--- src/rtl/fifo_param.sv ---
`default_nettype none
// ============================================================================
// Module      : fifo_param
// Description : Parameterised synchronous FIFO with occupancy count, almost
//               flags, sticky overflow/underflow and registered or FWFT read.
// Revision    : 1.0 - initial release
// ============================================================================
module fifo_param #(
    parameter int DATA_W    = 8,
    parameter int ADDR_W    = 3,
    parameter int AF_THRESH = (1 << ADDR_W) - 2,
    parameter int AE_THRESH = 1,
    parameter int FWFT      = 0
) (
    input  logic              clk,
    input  logic              rst_n,
    input  logic              wr_en,
    input  logic [DATA_W-1:0] data_in,
    output logic              full,
    output logic              almost_full,
    input  logic              rd_en,
    output logic [DATA_W-1:0] data_out,
    output logic              empty,
    output logic              almost_empty,
    output logic [ADDR_W:0]   fifo_words,
    output logic              overflow,
    output logic              underflow,
    input  logic              clr_err
);

    localparam int c_DEPTH = 1 << ADDR_W;

    logic [DATA_W-1:0] r_mem [c_DEPTH];

    logic [ADDR_W-1:0] r_wr_ptr_q, w_wr_ptr_d;
    logic [ADDR_W-1:0] r_rd_ptr_q, w_rd_ptr_d;
    logic [ADDR_W:0]   r_words_q,  w_words_d;
    logic              r_ovf_q,    w_ovf_d;
    logic              r_unf_q,    w_unf_d;

    logic w_full;
    logic w_empty;
    logic w_rd_acc;
    logic w_wr_acc;

    assign w_full   = (int'(r_words_q) == c_DEPTH);
    assign w_empty  = (r_words_q == '0);
    assign w_rd_acc = rd_en & ~w_empty;
    // A write into a full FIFO is legal only when a read frees the slot in the same edge.
    assign w_wr_acc = wr_en & (~w_full | w_rd_acc);

    always_comb begin
        w_wr_ptr_d = r_wr_ptr_q;
        w_rd_ptr_d = r_rd_ptr_q;
        w_words_d  = r_words_q;
        if (w_wr_acc) begin
            w_wr_ptr_d = r_wr_ptr_q + 1'b1;
        end
        if (w_rd_acc) begin
            w_rd_ptr_d = r_rd_ptr_q + 1'b1;
        end
        case ({w_wr_acc, w_rd_acc})
            2'b10:   w_words_d = r_words_q + 1'b1;
            2'b01:   w_words_d = r_words_q - 1'b1;
            default: w_words_d = r_words_q;
        endcase
        // New errors take priority over the clear.
        w_ovf_d = (wr_en & ~w_wr_acc) | (r_ovf_q & ~clr_err);
        w_unf_d = (rd_en & w_empty)   | (r_unf_q & ~clr_err);
    end

    always_ff @(posedge clk) begin
        if (!rst_n) begin
            r_wr_ptr_q <= '0;
            r_rd_ptr_q <= '0;
            r_words_q  <= '0;
            r_ovf_q    <= 1'b0;
            r_unf_q    <= 1'b0;
        end else begin
            r_wr_ptr_q <= w_wr_ptr_d;
            r_rd_ptr_q <= w_rd_ptr_d;
            r_words_q  <= w_words_d;
            r_ovf_q    <= w_ovf_d;
            r_unf_q    <= w_unf_d;
        end
    end

    // Storage is not reset; occupancy accounting alone decides what is valid.
    always_ff @(posedge clk) begin
        if (rst_n && w_wr_acc) begin
            r_mem[r_wr_ptr_q] <= data_in;
        end
    end

    generate
        if (FWFT != 0) begin : g_fwft
            assign data_out = w_empty ? '0 : r_mem[r_rd_ptr_q];
        end else begin : g_reg
            logic [DATA_W-1:0] r_dout_q, w_dout_d;

            always_comb begin
                w_dout_d = r_dout_q;
                if (w_rd_acc) begin
                    w_dout_d = r_mem[r_rd_ptr_q];
                end
            end

            always_ff @(posedge clk) begin
                if (!rst_n) begin
                    r_dout_q <= '0;
                end else begin
                    r_dout_q <= w_dout_d;
                end
            end

            assign data_out = r_dout_q;
        end
    endgenerate

    assign full         = w_full;
    assign empty        = w_empty;
    assign almost_full  = (int'(r_words_q) >= AF_THRESH);
    assign almost_empty = (int'(r_words_q) <= AE_THRESH);
    assign fifo_words   = r_words_q;
    assign overflow     = r_ovf_q;
    assign underflow    = r_unf_q;

endmodule
`default_nettype wire

--- config.mk ---
export PLATFORM = sky130hd
export DESIGN_NAME = fifo_param
export DESIGN_NICKNAME = d
export VERILOG_FILES = /design/src/rtl/fifo_param.sv
export SDC_FILE = /design/constraint.sdc
export NUM_CORES = 1
export LEC_CHECK = 0
export ABC_CLOCK_PERIOD_IN_PS = 2570
export BUFFER_PORTS_ARGS = -buffer_cell sky130_fd_sc_hd__buf_2
export CAP_MARGIN = 20
export CORE_UTILIZATION = 55
export DETAILED_ROUTE_END_ITERATION = 6
export PLACE_DENSITY = 0.8
export SLEW_MARGIN = 10
export SYNTH_ARGS = -nofsm -noshare
export SYNTH_HDL_FRONTEND = slang
export SYNTH_SLANG_ARGS = --single-unit
--- constraint.sdc ---
create_clock -name clk -period 2.57 [get_ports clk]
set_clock_uncertainty 0.05 [all_clocks]
set_input_delay 0.514 -clock clk [delete_from_list [all_inputs] [get_ports clk]]
set_output_delay 0.514 -clock clk [all_outputs]
set_load 0.05 [all_outputs]
==> flow_metrics.tcl, run 1 <==
set metrics [dict create \
    min_period_ns 2.382 \
    wl_met1_um 2767 \
    grt_pass1_vias 1931 \
    ys.flop_type "edfxtp_1" \
    ioPinCount 31 \
    clk_latency_ns 0.34 \
    syn_nets 247 \
    place_congestion 0.7921 \
    total_power_mw 3.713 \
    p_leak_nw 1.398 \
    dp.cells 335 \
    dr_wl_met3_um 287 \
    drt_wl_total_um 6267 \
    dr.first_iter.drc_count 92 \
    viasPerCell 5.595 \
    finalCritPeriodShare_pct 92.69 \
    post_cts_resized 0 \
    maxSlewViolCount 0 \
    drive_gt1_share_pct 24.28 \
    route.vias.total 1964 \
    yosysSeqAreaShare_pct 68.46 \
    clock-sinks 84 \
    crit_type "reg2reg" \
    grt-ovfl-total 0 \
    cp-end-kind "flop" \
    wl_met2_um 3056 \
    n_antenna_cell 0 \
    cellPowerDensity_nw_per_um2 955.3 \
    wire_per_inst_um 17.85 \
    fin_tns_setup_ns 0 \
    cts_tree "yes" \
    cts_buffers 9 \
    antenna_found_initial 0 \
    antenna_left 0 \
    crit_fanout 7 \
    synth_cells 227 \
    final_cell_mix "64 x edfxtp_1, 34 x mux2i_1, 30 x buf_2" \
    area_growth_syn_to_layout_pct 14.57 \
    path_clk_slew_ns 0.08 \
    final_net_count 291 \
    die_area_um2 6485 \
    hold_viol 0 \
    grt_first_pass_wirelength_um 9687 \
    mostFrequentLayoutCell "edfxtp_1" \
    vdd_drop_max_v 0.0007098 \
    slew-limit-headroom_pct 41.42 \
    grt_usage_pct 21.58 \
    post-cts-setup-buffer-count 0 \
    clockRootBuffer "clkbuf_8" \
    die_w_um 80.53 \
    ys_async_sr_fraction_pct 0 \
    highest_layer "met4" \
    outcome "finished, final reports clean" \
    arrival_ns 2.56 \
    nFillCells 406 \
    final_core_util_pct 65.64 \
    cts.htree.levels 3 \
    post_dp_cell_area_um2 3701 \
    avgSynthCellArea_um2 14.94 \
    setup_ws_ns 0.1878 \
    dp_hpwl_um 4085 \
    cap_violations 0 \
    tightest_slew_ns 0.8755 \
    port_buffers 30 \
    num_rows 28 \
    grt_max_degree 33 \
    pre_cts_ws_ns 0.1873 \
    die_y_um 80.53 \
    rsz0062_at_grt "no" \
    drtPass1Iterations 4 \
    ys_ff_latch 84 \
    ys_types 33 \
    core_area_um2 5921 \
    initial_core_util_pct 57.29 \
    whs_ns 0.3824 \
    synth_edf_count 64 \
    max_freq_mhz 419.8 \
    ys_warn_count 0 \
    crit_required_ns 2.75 \
    setup_viol 0 \
    cp-start-kind "flop" \
    clock_path_buffers 2 \
    drc 0 \
    hold_path.class "in2reg" \
    final_area_um2 3886 \
    final_cells 351 \
    ctsHoldBuffers 0 \
    syn-cell-area_um2 3392 \
]
-- critical path: stages (launching register included) --
cell and delay, ns:
dfxtp_2 0.39, inv_1 0.08, ha_1 0.24, or3b_4 0.28
nand2_1 0.11, inv_1 0.08, ha_1 0.23, or4b_1 0.47
a21oi_2 0.16, xnor2_1 0.12, nor2_1 0.05
-- routing by layer --
metal / global-route usage (%) / vias to the layer above
met2: 34.66 / 52
met3: 5.341 / 12
met4: 10.36 / 0
li1: - / 957
met5: 0 / -
met1: 27.27 / 943
-- registers in the layout, summed over array words and instances, names as in the netlist --
signal and count:
fifo_words 4, underflow 1, overflow 1, data_out 8
r_rd_ptr_q 3, r_mem 64, r_wr_ptr_q 3
-- Yosys cell counts, drive strengths merged (4+ instances only) --
master / instances / share of area, %
buf: 9 / 1.4
nor3: 6 / 1.0
edfxtp: 64 / 57
nand3: 6 / 0.89
mux2i: 34 / 10
a32o: 7 / 2.1
nor2: 11 / 1.2
a22oi: 16 / 3.5
a21oi: 6 / 1.1
inv: 8 / 0.89
xor2: 4 / 1.0
dfxtp: 20 / 12
nand2: 4 / 0.44
ha: 7 / 2.6
-- final timing paths --
| kind | from | cells after the start | to | slack [ns] |
|---|---|---|---|---|
| max | fifo_words[0] | 10 | fifo_words[3] | 0.19 |
| min | data_in[6] | 1 | r_mem[5][6] | 0.38 |
| max reg2reg | fifo_words[0] | 10 | fifo_words[3] | 0.19 |
| min reg2reg | overflow | 2 | overflow | 0.42 |
-- final cells by class --
| type | instances | area [um2] | area share [%] |
|---|---|---|---|
| Inverter | 8 | 30.03 | 0.7727 |
| Tap cell | 75 | 93.84 | 2.415 |
| Sequential cell | 84 | 2326 | 59.85 |
| Clock buffer | 12 | 135.1 | 3.477 |
| Clock inverter | 4 | 50.05 | 1.288 |
| Multi-Input combinational cell | 126 | 1011 | 26.01 |
| Timing Repair Buffer | 42 | 240.2 | 6.182 |
-- cells by family after synthesis --
group | Yosys count | share of synthesized area [%]
xor gates and xnor gates | 7 | 1.807
muxes | 34 | 10.03
adders and majority gates | 7 | 2.582
DFF | 84 | 68.46
buffers and inverters | 17 | 2.287
AOI/OAI and AO/OA | 35 | 7.931
and+or+nand+nor | 43 | 6.898
-- power by group --
group	internal (mW)	switching, mW
Combinational	0.398	0.798
Sequential	1.56	0.0799
Clock	0.448	0.427
Total	2.41	1.31
No activity file was read; power rests on OpenSTA's default activity.
==> inputs of run 2 (changes only) <==
==> constraint.sdc (replaced) <==
create_clock -name clk -period 2.57 [get_ports clk]
set_clock_uncertainty 0.05 [all_clocks]
set_input_delay 0.3855 -clock clk [delete_from_list [all_inputs] [get_ports clk]]
set_output_delay 0.3855 -clock clk [all_outputs]
set_load 0.05 [all_outputs]
==> run 2 against run 1 <==
Non-clock buffer count down 1; sequential power up 3%; register-to-register slack worse by 0.04 ns; critical endpoint unchanged; largest cell class unchanged; highest routed layer unchanged.
==> flow_metrics.tcl, run 2 (synthesis gave the netlist of run 1 again) <==
set metrics [dict create \
    outcome "finished, final reports clean" \
    num_rows 28 \
    route.vias.total 1991 \
    fin_tns_setup_ns 0 \
    drive_gt1_share_pct 24.73 \
    ctsHoldBuffers 0 \
    cap_violations 0 \
    pre_cts_ws_ns 0.1301 \
    largest_register_ffs 64 \
    wire_per_inst_um 17.87 \
    antenna_left 0 \
    crit_type "reg2reg" \
    post_cts_resized 0 \
    initial_core_util_pct 57.29 \
    grt_first_pass_wirelength_um 9549 \
    grt_pass1_vias 1920 \
    hold_viol 0 \
    slew-limit-headroom_pct 47.31 \
    nFillCells 404 \
    core_area_um2 5921 \
    arrival_ns 2.60 \
    drc 0 \
    viasPerCell 5.689 \
    vdd_drop_max_v 0.0006811 \
    cp-end-kind "flop" \
    antenna_found_initial 0 \
    drt_wl_total_um 6256 \
    rsz0062_at_grt "no" \
    crit_required_ns 2.74 \
    drtPass1Iterations 4 \
    die_y_um 80.53 \
    post-cts-setup-buffer-count 0 \
    cellPowerDensity_nw_per_um2 969.4 \
    clock-sinks 84 \
    final_cell_mix "64 x edfxtp_1, 34 x mux2i_1, 30 x buf_2" \
    die_area_um2 6485 \
    final_core_util_pct 66.17 \
    mostFrequentLayoutCell "edfxtp_1" \
    grt_usage_pct 21.43 \
    n_antenna_cell 0 \
    place_congestion 0.8023 \
    die_w_um 80.53 \
    min_period_ns 2.426 \
    setup_viol 0 \
    max_freq_mhz 412.2 \
    regArea_um2 2326 \
    clock_path_buffers 2 \
    dp_hpwl_um 3946 \
    tightest_slew_ns 0.7874 \
    crit_fanout 7 \
    ioPinCount 31 \
    final_net_count 290 \
    clk_latency_ns 0.35 \
    cts_buffers 9 \
    largest_register "r_mem" \
    grt-ovfl-total 0 \
    setup_ws_ns 0.1439 \
    multiInputGateArea_um2 1013 \
    cts.htree.levels 3 \
    grt_max_degree 21 \
    dr.first_iter.drc_count 133 \
    port_buffers 30 \
    area_growth_syn_to_layout_pct 15.49 \
    maxSlewViolCount 0 \
    clockRootBuffer "clkbuf_8" \
    p_leak_nw 1.414 \
    hold_path.class "in2reg" \
    whs_ns 0.2533 \
    cts_tree "yes" \
    finalCritPeriodShare_pct 94.40 \
    cp-start-kind "flop" \
    path_clk_slew_ns 0.08 \
]
## run 2: cell count changes in the layout (fill, tap and decap cells not counted)
cell and delta:
bufinv_16 -1, ha_1 -1, clkinv_4 +1, clkbuf_16 +2
clkbuf_1 -1, buf_4 -2, buf_12 +1, ha_2 +1
clkinvlp_4 -2, clkbuf_8 +1
## run 2: path summary, 6_finish.rpt
kind / start / to / slack (ns) / depth (start not counted)
max: fifo_words[0] / fifo_words[3] / 0.14 / 10
min: data_in[0] / r_mem[1][0] / 0.25 / 1
max reg2reg: fifo_words[0] / fifo_words[3] / 0.14 / 10
min reg2reg: data_out[0] / data_out[0] / 0.42 / 1
## run 2: cell type report
cell class / instances / share of cell area (%)
clock inverters: 2 / 0.3513
multi-input cells: 126 / 25.87
inverters: 8 / 0.7665
well taps: 75 / 2.395
repair buffers: 41 / 6.260
flip-flops and latches: 84 / 59.37
clock buffers: 14 / 4.982
## run 2: stage by stage
step	cells	instance area, um2	power [mW]
2_1_floorplan	227	3395	2.616
3_3_place_gp	334	3706	2.856
3_5_place_dp	334	3706	2.883
4_1_cts	350	3915	3.807
5_1_grt	350	3918	3.952
6_report	350	3918	3.798
## run 2: where the power goes
group          switching, mW  internal [mW]  leakage (nW)  total, mW
combinational          0.754          0.417         0.564       1.17
clock                  0.442          0.497         0.107      0.939
sequential             0.127           1.56         0.743       1.69
## run 2: worst max-delay path, cell delays in order, from the launching register on
cell and delay (ns):
dfxtp_2 0.40, inv_1 0.08, ha_1 0.24, or3b_4 0.28
nand2_1 0.13, inv_1 0.09, ha_2 0.22, or4b_1 0.48
a21oi_2 0.16, xnor2_1 0.12, nor2_1 0.05
## run 2: metal layers
metal / track usage [%] / share of wire [%]
met1: 26.06 / 41
met5: 0 / 0
met4: 13.21 / 3.0
met3: 5.114 / 6.0
met2: 34.32 / 50
==> inputs of run 3 (changes only) <==
--- a/config.mk
+++ b/config.mk
@@ -5,12 +5,13 @@
 export SDC_FILE = /design/constraint.sdc
 export NUM_CORES = 1
 export LEC_CHECK = 0
+export ABC_AREA = 1
 export ABC_CLOCK_PERIOD_IN_PS = 2570
 export BUFFER_PORTS_ARGS = -buffer_cell sky130_fd_sc_hd__buf_2
 export CAP_MARGIN = 20
 export CORE_UTILIZATION = 55
 export DETAILED_ROUTE_END_ITERATION = 6
-export PLACE_DENSITY = 0.8
+export PLACE_DENSITY = 0.79
 export SLEW_MARGIN = 10
 export SYNTH_ARGS = -nofsm -noshare
 export SYNTH_HDL_FRONTEND = slang
==> run 3 against run 2 <==
The flow now finishes with violations (design-rule violations); maximum frequency increased by 6.2%; die area rose by 8.9%; non-clock buffer count grew 2.
==> flow_metrics.tcl, run 3 <==
set metrics [dict create \
    synth_common_cells "99 x nand2_1, 64 x edfxtp_1, 64 x inv_1" \
    synthXorXnorAreaFrac_pct 0.4733 \
    die_w_um 84.03 \
    ys.flop_type "edfxtp_1" \
    die_area_um2 7061 \
    rsz0062_at_grt "no" \
    drc 10 \
    die_y_um 84.03 \
    total_power_mw 3.867 \
    ys_types 27 \
    synth_compound_area_share_pct 3.550 \
    grt_max_degree 35 \
    synth_edf_count 64 \
    maxSlewViolCount 0 \
    yosys.area.top_type "edfxtp_1" \
    crit_required_ns 2.82 \
    yosysSeqAreaShare_pct 62.75 \
    clk_latency_ns 0.36 \
    syn_nets 402 \
    cts_buffers 9 \
    initial_core_util_pct 57.63 \
    synth_top_area_share_pct 51.93 \
    cap_violations 0 \
    path_clk_slew_ns 0.09 \
    p_leak_nw 1.854 \
    synth_fa_ha_area_share_pct 2.366 \
    slew-limit-headroom_pct 62.62 \
    ys_async_sr_fraction_pct 0 \
    hold_path.class "in2reg" \
    final_core_util_pct 64.91 \
    antenna_found_initial 0 \
    crit_fanout 14 \
    violations "design-rule violations" \
    grt-ovfl-total 0 \
    ys_warn_count 0 \
    drive_gt1_share_pct 16.63 \
    synth_top_family_by_area "simple AND/OR/NAND/NOR gates" \
    wire_per_inst_um 14.92 \
    dr.first_iter.drc_count 312 \
    clock-sinks 84 \
    drtPass1Iterations 7 \
    viasPerCell 5.286 \
    crit_type "reg2reg" \
    cp-start-kind "flop" \
    grt_pass1_vias 2461 \
    outcome "finished, violations left" \
    place_congestion 0.8539 \
    ys_ff_latch 84 \
    cellPowerDensity_nw_per_um2 927.7 \
    yosysMostFrequentCell "nand2_1" \
    final_cell_mix "99 x nand2_1, 64 x inv_1, 64 x edfxtp_1" \
    avgSynthCellArea_um2 9.689 \
    setup_viol 0 \
    grt_first_pass_wirelength_um 12190 \
    drt_wl_total_um 7519 \
    largest_register "r_mem" \
    cp-end-kind "flop" \
    dp_hpwl_um 4892 \
    cts_tree "yes" \
    core_area_um2 6422 \
    vdd_drop_max_v 0.0004895 \
    max_freq_mhz 437.6 \
    finalCritPeriodShare_pct 88.92 \
    largest_register_ffs 64 \
    yosys.area_share.simple_pct 21.20 \
    n_antenna_cell 0 \
    antenna_left 0 \
    hold_viol 0 \
    mostFrequentLayoutCell "nand2_1" \
    post-cts-setup-buffer-count 0 \
    syn-cell-area_um2 3701 \
    port_buffers 30 \
    route.vias.total 2664 \
    clock_path_buffers 2 \
    synth_cells 382 \
    post_cts_resized 0 \
    synth_mux_area_share_pct 0 \
    clockRootBuffer "clkbuf_8" \
    final_net_count 442 \
    cts.htree.levels 3 \
    ctsHoldBuffers 0 \
    ioPinCount 31 \
    grt_usage_pct 23.45 \
    area_growth_syn_to_layout_pct 12.64 \
    yosys-top-cells-area "edfxtp_1 52%, dfxtp_1 11%, nand2_1 10%" \
    tightest_slew_ns 0.5598 \
    arrival_ns 2.53 \
    min_period_ns 2.285 \
    num_rows 29 \
]
[run 3: changes by cell type after synthesis, sizes merged, moves of 4 or more]
cell   delta
inv      +60
mux2i    -34
nand2   +100
o21ai     +6
a21oi    +10
a32o      -7
a22oi    -16
buf       +4
nand3    +45
[run 3: critical path, cell delays in order (launching register included)]
cell and delay, ns:
dfxtp_1 0.36, inv_1 0.14, ha_1 0.20, nand2_2 0.09
nand2_2 0.22, clkinv_2 0.22, ha_1 0.41, nor2_1 0.17
nand4_1 0.09, nand2_1 0.08, o21ai_0 0.07, a21oi_1 0.12
[run 3: metal layers]
metal	routed length, um	global-route usage [%]	part of all wire (%)
met1	3340	31.02	44
met2	3553	36.59	47
met3	483	5.440	6.4
met4	142	11.44	1.9
met5	0	0	0
[run 3: final cells by class]
type / instances / area, um2
Timing Repair Buffer: 43 / 247.7
Multi-Input combinational cell: 214 / 1021
Tap cell: 77 / 96.34
Clock buffer: 9 / 123.9
Inverter: 70 / 266.5
Fill cell: 501 / 2253
Sequential cell: 84 / 2322
Clock inverter: 7 / 91.34
[run 3: power breakdown]
part	internal, mW	switching [mW]
clock	0.543	0.470
combinational	0.320	0.897
sequential	1.55	0.0881
total	2.41	1.45
[run 3: logic make-up after synthesis]
kind of cell / after synthesis
adders and majority gates: 7
xor gates and xnor gates: 2
AOI/OAI and AO/OA: 26
DFF: 84
buffers and inverters: 84
and+or+nand+nor: 179
[run 3: stage by stage]
| step | setup TNS, ns | hold slack, ns | std cells | area, um2 | setup WS (ns) |
|---|---|---|---|---|---|
| 6_report | 0 | 0.2410 | 504 | 4169 | 0.2847 |
| 5_1_grt | 0 | 0.2331 | 504 | 4169 | 0.02950 |
| 4_1_cts | 0 | 0.2250 | 504 | 4169 | 0.2871 |
| 3_5_place_dp | 0 | 0.4071 | 488 | 3954 | 0.3179 |
| 3_3_place_gp | 0 | 0.4018 | 488 | 3954 | 0.4569 |
| 2_1_floorplan | -3.620 | 0.4344 | 382 | 3701 | -0.1131 |
[run 3: path summary, 6_finish.rpt]
path,from,end,slack (ns),cells after the start
setup / recovery,fifo_words[0],fifo_words[3],0.28,11
hold / removal,data_in[3],r_mem[7][3],0.24,1
setup reg to reg,fifo_words[0],fifo_words[3],0.28,11
hold reg to reg,data_out[0],data_out[0],0.42,2
